==> config.mk <==
export PLATFORM = sky130hd
export DESIGN_NAME = output_compositor
export DESIGN_NICKNAME = d
export VERILOG_FILES = /design/src/rtl/output_compositor_pkg.sv /design/src/rtl/output_compositor_timing.sv /design/src/rtl/output_compositor.sv
export SDC_FILE = /design/constraint.sdc
export NUM_CORES = 1
export LEC_CHECK = 0
export CORE_MARGIN = 3
export CORE_UTILIZATION = 39
export CTS_BUF_LIST = sky130_fd_sc_hd__clkbuf_16
export CTS_CLUSTER_DIAMETER = 30
export DETAILED_ROUTE_END_ITERATION = 10
export PLACE_DENSITY = 0.76
export SYNTH_ARGS = -nofsm -noshare
export SYNTH_HDL_FRONTEND = slang
export SYNTH_SLANG_ARGS = --single-unit
==> constraint.sdc <==
create_clock -name clk -period 2.4 [get_ports clk]
set_input_delay 0.24 -clock clk [delete_from_list [all_inputs] [get_ports clk]]
set_output_delay 0.24 -clock clk [all_outputs]
set_load 0.005 [all_outputs]
==> src/rtl/output_compositor_pkg.sv <==
// Shared types and VGA timing defaults for the output compositor.
// OUTPUT_COMPOSITOR_TESTPATTERN_EN adds the colour-bar test path.
package output_compositor_pkg;

  typedef logic [11:0] pixel_t;

  localparam int MESSAGE_SIZE = 32;

  localparam int VGA_CLK_DIV  = 4;
  localparam int VGA_H_ACTIVE = 640;
  localparam int VGA_H_FP     = 16;
  localparam int VGA_H_SYNC   = 96;
  localparam int VGA_H_BP     = 48;
  localparam int VGA_V_ACTIVE = 480;
  localparam int VGA_V_FP     = 10;
  localparam int VGA_V_SYNC   = 2;
  localparam int VGA_V_BP     = 33;

  typedef struct packed {
    logic       hs;
    logic       vs;
    logic       act;
`ifdef OUTPUT_COMPOSITOR_TESTPATTERN_EN
    logic [2:0] bar;
`endif
  } sync_t;

  localparam sync_t SYNC_IDLE =
    sync_t'({2'b11, {($bits(sync_t)-2){1'b0}}});

`ifdef OUTPUT_COMPOSITOR_TESTPATTERN_EN
  function automatic pixel_t bar_color(input logic [2:0] i);
    return {{4{i[2]}}, {4{i[1]}}, {4{i[0]}}};
  endfunction
`endif

endpackage

==> src/rtl/output_compositor_timing.sv <==
// VGA timing generator: pixel-strobe divider, h/v counters,
// raw sync pulses and the active-region flag.
module vga_timing_gen
  import output_compositor_pkg::*;
#(
  parameter int CLK_DIV  = VGA_CLK_DIV,
  parameter int H_ACTIVE = VGA_H_ACTIVE,
  parameter int H_FP     = VGA_H_FP,
  parameter int H_SYNC   = VGA_H_SYNC,
  parameter int H_BP     = VGA_H_BP,
  parameter int V_ACTIVE = VGA_V_ACTIVE,
  parameter int V_FP     = VGA_V_FP,
  parameter int V_SYNC   = VGA_V_SYNC,
  parameter int V_BP     = VGA_V_BP
) (
  input  logic       clk,
  input  logic       rst,
  output logic       pix_en,
  output logic [9:0] h_cnt,
  output logic [9:0] v_cnt,
  output logic       hsync_raw,
  output logic       vsync_raw,
  output logic       active
);

  localparam int DW = (CLK_DIV > 1) ? $clog2(CLK_DIV) : 1;
  localparam logic [DW-1:0] D_LAST = DW'(CLK_DIV - 1);
  localparam logic [9:0] H_LAST = 10'(H_ACTIVE + H_FP + H_SYNC + H_BP - 1);
  localparam logic [9:0] V_LAST = 10'(V_ACTIVE + V_FP + V_SYNC + V_BP - 1);
  localparam logic [9:0] H_S0 = 10'(H_ACTIVE + H_FP);
  localparam logic [9:0] H_S1 = 10'(H_ACTIVE + H_FP + H_SYNC);
  localparam logic [9:0] V_S0 = 10'(V_ACTIVE + V_FP);
  localparam logic [9:0] V_S1 = 10'(V_ACTIVE + V_FP + V_SYNC);
  localparam logic [9:0] H_ACT = 10'(H_ACTIVE);
  localparam logic [9:0] V_ACT = 10'(V_ACTIVE);

  logic [DW-1:0] div_q, div_d;
  logic          pe_q, pe_d;
  logic [9:0]    h_q, h_d, v_q, v_d;

  // pix_en is registered so it is 0 straight out of reset
  always_comb begin
    div_d = (div_q == D_LAST) ? '0 : div_q + 1'b1;
    pe_d  = (div_d == D_LAST);
    h_d   = h_q;
    v_d   = v_q;
    if (pe_q) begin
      if (h_q == H_LAST) begin
        h_d = '0;
        v_d = (v_q == V_LAST) ? '0 : v_q + 1'b1;
      end else begin
        h_d = h_q + 1'b1;
      end
    end
  end

  always_ff @(posedge clk) begin
    if (!rst) begin
      div_q <= '0;
      pe_q  <= 1'b0;
      h_q   <= '0;
      v_q   <= '0;
    end else begin
      div_q <= div_d;
      pe_q  <= pe_d;
      h_q   <= h_d;
      v_q   <= v_d;
    end
  end

  assign pix_en    = pe_q;
  assign h_cnt     = h_q;
  assign v_cnt     = v_q;
  assign hsync_raw = !((h_q >= H_S0) && (h_q < H_S1));
  assign vsync_raw = !((v_q >= V_S0) && (v_q < V_S1));
  assign active    = (h_q < H_ACT) && (v_q < V_ACT);

endmodule

==> src/rtl/output_compositor.sv <==
// VGA back-end: timing, layer compositor and per-frame datagram latch.
// OUTPUT_COMPOSITOR_TESTPATTERN_EN adds test_mode colour bars.
module output_compositor
  import output_compositor_pkg::*;
#(
  parameter int CLK_DIV       = VGA_CLK_DIV,
  parameter int H_ACTIVE      = VGA_H_ACTIVE,
  parameter int H_FP          = VGA_H_FP,
  parameter int H_SYNC        = VGA_H_SYNC,
  parameter int H_BP          = VGA_H_BP,
  parameter int V_ACTIVE      = VGA_V_ACTIVE,
  parameter int V_FP          = VGA_V_FP,
  parameter int V_SYNC        = VGA_V_SYNC,
  parameter int V_BP          = VGA_V_BP,
  parameter int NUM_LAYERS    = 4,
  parameter int LAYER_LATENCY = 1,
  parameter int DG_W          = MESSAGE_SIZE
) (
  input  logic                    clk,
`ifdef OUTPUT_COMPOSITOR_TESTPATTERN_EN
  input  logic                    test_mode,
`endif
  input  logic                    rst,
  input  logic [DG_W-1:0]         datagram,
  input  logic                    datagram_valid,
  output logic [DG_W-1:0]         frame_datagram,
  output logic                    frame_start,
  output logic [7:0]              dropped_cnt,
  output logic                    pix_en,
  output logic [9:0]              h_cnt,
  output logic [9:0]              v_cnt,
  input  logic [11:0]             bg_pixel,
  input  logic [NUM_LAYERS-1:0]   layer_valid,
  input  logic [12*NUM_LAYERS-1:0] layer_pixel,
  output logic [3:0]              vgaRed,
  output logic [3:0]              vgaGreen,
  output logic [3:0]              vgaBlue,
  output logic                    hsync,
  output logic                    vsync
);

  localparam logic [9:0] H_LAST = 10'(H_ACTIVE + H_FP + H_SYNC + H_BP - 1);
  localparam logic [9:0] V_CLAST = 10'(V_ACTIVE - 1);

  logic hsync_raw, vsync_raw, active;

  vga_timing_gen #(
    .CLK_DIV(CLK_DIV), .H_ACTIVE(H_ACTIVE), .H_FP(H_FP),
    .H_SYNC(H_SYNC), .H_BP(H_BP), .V_ACTIVE(V_ACTIVE),
    .V_FP(V_FP), .V_SYNC(V_SYNC), .V_BP(V_BP)
  ) u_timing (
    .clk(clk), .rst(rst), .pix_en(pix_en),
    .h_cnt(h_cnt), .v_cnt(v_cnt),
    .hsync_raw(hsync_raw), .vsync_raw(vsync_raw), .active(active)
  );

  sync_t raw_s, dly_s;

  always_comb begin
    raw_s     = SYNC_IDLE;
    raw_s.hs  = hsync_raw;
    raw_s.vs  = vsync_raw;
    raw_s.act = active;
`ifdef OUTPUT_COMPOSITOR_TESTPATTERN_EN
    raw_s.bar = h_cnt[9:7];
`endif
  end

  // Flags wait here until the layer pixels for the same coordinate arrive
  if (LAYER_LATENCY == 0) begin : g_nopipe
    assign dly_s = raw_s;
  end else begin : g_pipe
    sync_t pipe_q [LAYER_LATENCY];
    always_ff @(posedge clk) begin
      if (!rst) begin
        for (int i = 0; i < LAYER_LATENCY; i++) pipe_q[i] <= SYNC_IDLE;
      end else if (pix_en) begin
        pipe_q[0] <= raw_s;
        for (int i = 1; i < LAYER_LATENCY; i++) pipe_q[i] <= pipe_q[i-1];
      end
    end
    assign dly_s = pipe_q[LAYER_LATENCY-1];
  end

  pixel_t win, col_d, col_q;
  logic   hs_q, vs_q;

  always_comb begin
    win = bg_pixel;
    for (int k = NUM_LAYERS - 1; k >= 0; k--) begin
      if (layer_valid[k]) win = layer_pixel[12*k +: 12];
    end
    col_d = dly_s.act ? win : 12'h000;
`ifdef OUTPUT_COMPOSITOR_TESTPATTERN_EN
    if (test_mode && dly_s.act) col_d = bar_color(dly_s.bar);
`endif
  end

  always_ff @(posedge clk) begin
    if (!rst) begin
      col_q <= '0;
      hs_q  <= 1'b1;
      vs_q  <= 1'b1;
    end else if (pix_en) begin
      col_q <= col_d;
      hs_q  <= dly_s.hs;
      vs_q  <= dly_s.vs;
    end
  end

  assign {vgaRed, vgaGreen, vgaBlue} = col_q;
  assign hsync = hs_q;
  assign vsync = vs_q;

  logic            commit;
  logic [DG_W-1:0] pend_q, pend_d, fdg_q, fdg_d;
  logic            full_q, full_d, fs_q;
  logic [7:0]      drop_q, drop_d;

  assign commit = pix_en && (h_cnt == H_LAST) && (v_cnt == V_CLAST);

  // A datagram in the commit cycle bypasses pending entirely
  always_comb begin
    pend_d = pend_q;
    full_d = full_q;
    fdg_d  = fdg_q;
    drop_d = drop_q;
    if (datagram_valid && full_q && drop_q != 8'hFF) drop_d = drop_q + 1'b1;
    if (commit) begin
      full_d = 1'b0;
      if (datagram_valid) fdg_d = datagram;
      else if (full_q) fdg_d = pend_q;
    end else if (datagram_valid) begin
      pend_d = datagram;
      full_d = 1'b1;
    end
  end

  always_ff @(posedge clk) begin
    if (!rst) begin
      pend_q <= '0;
      full_q <= 1'b0;
      fdg_q  <= '0;
      drop_q <= '0;
      fs_q   <= 1'b0;
    end else begin
      pend_q <= pend_d;
      full_q <= full_d;
      fdg_q  <= fdg_d;
      drop_q <= drop_d;
      fs_q   <= commit;
    end
  end

  assign frame_datagram = fdg_q;
  assign frame_start    = fs_q;
  assign dropped_cnt    = drop_q;

endmodule

==> results.toml <==
[sta]
max_freq_mhz = 498
rsz0062_at_grt = "no"
worst_pin_slew_ns = 1.03
finalCriticalPeriod_ns = 2.01
finClkSkew_ns = 0.00923
setup_violations = 0
hold_violations = 0
period_share = 0.836
maxSlewHeadroom = 0.310
setup-tns-final_ns = 0
slew_viol_final = 0

[power]
pwr-share-comb = 0.096
seqPwrFrac = 0.408
net-switching-power_mw = 1.13
ir_drop_mv = 0.448
p_sw_frac = 0.233
leakagePower_nw = 2.88
power.density_mw_per_mm2 = 617
p_clk_frac = 0.496
p_int_mw = 3.72

[die]
die_x_microns = 124
die_height_microns = 124
initial_core_util = 0.405
fp-row-count = 42
io_pins = 175
fp.dieArea_sq_mm = 0.0155
core-area_sq_mm = 0.0135

[layout]
nets = 895
diodes = 0
layout-drive-gt1-share = 0.0587
n_fill_cell = 1158
final_common_cell = "clkdlybuf4s50_1"
fin_util = 0.582
mostFrequentLayoutCells = "clkdlybuf4s50_1 (173), dfxtp_1 (111), nand2_1 (98)"
synthToLayoutAreaGrowth_pct = 43.7

[cts]
clkTransAtPathRegs_ns = 0.05
cts_resized = 0
h-tree-depth = 4
clk_path_buf_depth = 2
tritoncts = "done"
clk_latency_ns = 0.41
post-cts-setup-buffer-count = 0
root_buffer = "clkbuf_16"
holdBufCountCts = 0
numCtsBuffers = 17
cts_sinks = 114

[critical_path]
cp_max_fo = 33
rrSetupSlack_ns = 0.39
r2r-start = "u_timing.h_cnt[0]$_SDFFE_PN0P_"
required_ns = 2.70
ff2ff_path_depth = 6
path_class = "flip-flop to flip-flop"
worstPathArrival_ns = 2.31
start_kind = "flip-flop"
worst_r2r_endpoint = "u_timing.v_cnt[6]$_SDFFE_PN0P_"
cp-end-kind = "flip-flop"

[routing]
drt_iter0_markers = 345
final_antenna_net_count = 0
drt_wl_total_microns = 15600
num_vias = 5264
drc = 0
first_pass_iters = 5
wl_per_cell_microns = 16.0
vias_per_cell = 5.39

[global_route]
grt_use_met2 = 0.341
grt-ovfl-total = 0
grt_pass1_wl_microns = 25500
top_usage_layer = "met2"
gr-usage-met3 = 0.0712
use_met1 = 0.231
antenna_found_initial = 0
grt_max_degree = 59
grt_util_all_layers = 0.199
grt_pass1_vias = 5204

[synth]
ys_seq_area_frac = 0.422
syn_area_sq_mm = 0.00547
yosys.cell_types.count = 47
netlist_instances = 633
avgSynthCellArea_sq_um = 8.65
yosys_warnings = 0
syn-num-nets = 740
synth-seq-cells = 114

[place]
dp_hpwl_microns = 11200
gp_congestion = 0.884
io_buffers = 174

[outcome]
outcome = "completed"

[worst_hold_path]
min_to = "hsync$_SDFFE_PN1P_"
hp-start = "rst"
hold_class = "input port to flip-flop"
min_path_cells = 2

[job]
max-cap-violations = 0
==> flip-flops by register name, indices dropped and copies added, names as in the netlist, 2 cells and up <==
register	cells
u_timing.v_cnt	10
pend_q	32
dropped_cnt	8
u_timing.div_q	2
frame_datagram	32
col_q	12
g_pipe.pipe_q	3
u_timing.h_cnt	10
==> synth_stat cells, drive strengths merged <==
| cell | count | area share |
|---|---|---|
| buf | 22 | 0.026 |
| inv | 10 | 0.0069 |
| or4 | 1 | 0.0014 |
| nand2b | 7 | 0.0080 |
| nor2b | 1 | 0.0011 |
| o21ai | 58 | 0.053 |
| nor4bb | 1 | 0.0018 |
| a22oi | 12 | 0.016 |
| nand4b | 1 | 0.0016 |
| a31oi | 3 | 0.0034 |
| a211oi | 35 | 0.048 |
| o32ai | 3 | 0.0048 |
| a21boi | 1 | 0.0014 |
| a21oi | 43 | 0.039 |
| and3 | 4 | 0.0046 |
| or2 | 1 | 0.0011 |
| and4 | 6 | 0.0096 |
| ha | 8 | 0.018 |
| clkinv | 1 | 0.00069 |
| o21a | 3 | 0.0041 |
| mux2i | 60 | 0.11 |
| edfxtp | 3 | 0.016 |
| nand3b | 29 | 0.040 |
| nor3b | 2 | 0.0048 |
| and4b | 2 | 0.0037 |
| dfxtp | 111 | 0.41 |
| nand4 | 8 | 0.010 |
| o41ai | 1 | 0.0016 |
| xor2 | 7 | 0.011 |
| nor2 | 26 | 0.018 |
| nor4 | 1 | 0.0011 |
| nor3 | 7 | 0.0073 |
| nand3 | 15 | 0.014 |
| clkbuf | 27 | 0.019 |
| or3 | 2 | 0.0023 |
| o211ai | 2 | 0.0027 |
| xnor2 | 4 | 0.0064 |
| nand2 | 98 | 0.067 |
| and2 | 2 | 0.0023 |
| o22ai | 5 | 0.0057 |
==> per-stage QoR <==
step           instance area [sq um]  power, mW  hold WS [ns]  cells  worst slack, ns
5_1_grt                         7870       5.05         0.224    977            0.193
3_3_place_gp                    7290       2.47         0.433    945            0.237
3_5_place_dp                    7290       2.49         0.445    945            0.143
6_report                        7870       4.86         0.208    977            0.394
4_1_cts                         7860       4.91         0.201    977           0.0886
2_1_floorplan                   5470       2.24         0.371    633            0.693
==> cell type report <==
class / instances / area [sq um] / area share
clock buffers: 17 / 425 / 0.0541
clock inverters: 15 / 140 / 0.0178
inverters: 11 / 41.3 / 0.00525
multi-input cells: 459 / 2890 / 0.368
flip-flops and latches: 114 / 2310 / 0.294
well taps: 176 / 220 / 0.0280
repair buffers: 185 / 1830 / 0.233
==> power groups by stage <==
| stage | combinational (mW) | clock, mW | sequential [mW] |
|---|---|---|---|
| CTS | 0.470 | 2.46 | 1.98 |
| detailed placement | 0.468 | 0 | 2.02 |
| finish | 0.467 | 2.41 | 1.98 |
| global route | 0.512 | 2.55 | 1.98 |
| floorplan | 0.229 | 0 | 2.01 |
| global placement | 0.452 | 0 | 2.01 |
==> cells by family after synthesis <==
group                      synth area share
and+or+nand+nor                       0.200
DFF                                   0.422
buffers and inverters                0.0517
xor gates and xnor gates             0.0176
adders and majority gates            0.0183
muxes                                 0.110
AOI/OAI and AO/OA                     0.181
==> metal layers <==
layer	wire, microns	part of all wire
met1	6350	0.41
met2	7680	0.49
met3	1190	0.076
met4	408	0.026
met5	0	0
==> critical path, cell delays in order (launching register included) <==
cell and delay [ns]:
dfxtp_1 0.40, ha_1 0.24, and3_1 0.29, and4_1 0.26
buf_4 0.36, a21boi_0 0.15, o21a_1 0.19
==> worst max-delay path by stage <==
stage,slack [ns],start,to,cells past startpoint
detailed placement,0.14,u_timing.h_cnt[0]$_SDFFE_PN0P_,pend_q[29]$_SDFFE_PN0P_,5
floorplan,0.69,u_timing.h_cnt[0]$_SDFFE_PN0P_,pend_q[0]$_SDFFE_PN0P_,8
CTS,0.09,u_timing.h_cnt[0]$_SDFFE_PN0P_,pend_q[19]$_SDFFE_PN0P_,5
finish,0.39,u_timing.h_cnt[0]$_SDFFE_PN0P_,u_timing.v_cnt[6]$_SDFFE_PN0P_,6
global placement,0.24,u_timing.h_cnt[0]$_SDFFE_PN0P_,pend_q[3]$_SDFFE_PN0P_,5
global route,0.19,u_timing.h_cnt[0]$_SDFFE_PN0P_,frame_datagram[28]$_SDFFE_PN0P_,6
No activity file was read; power rests on OpenSTA's default activity.
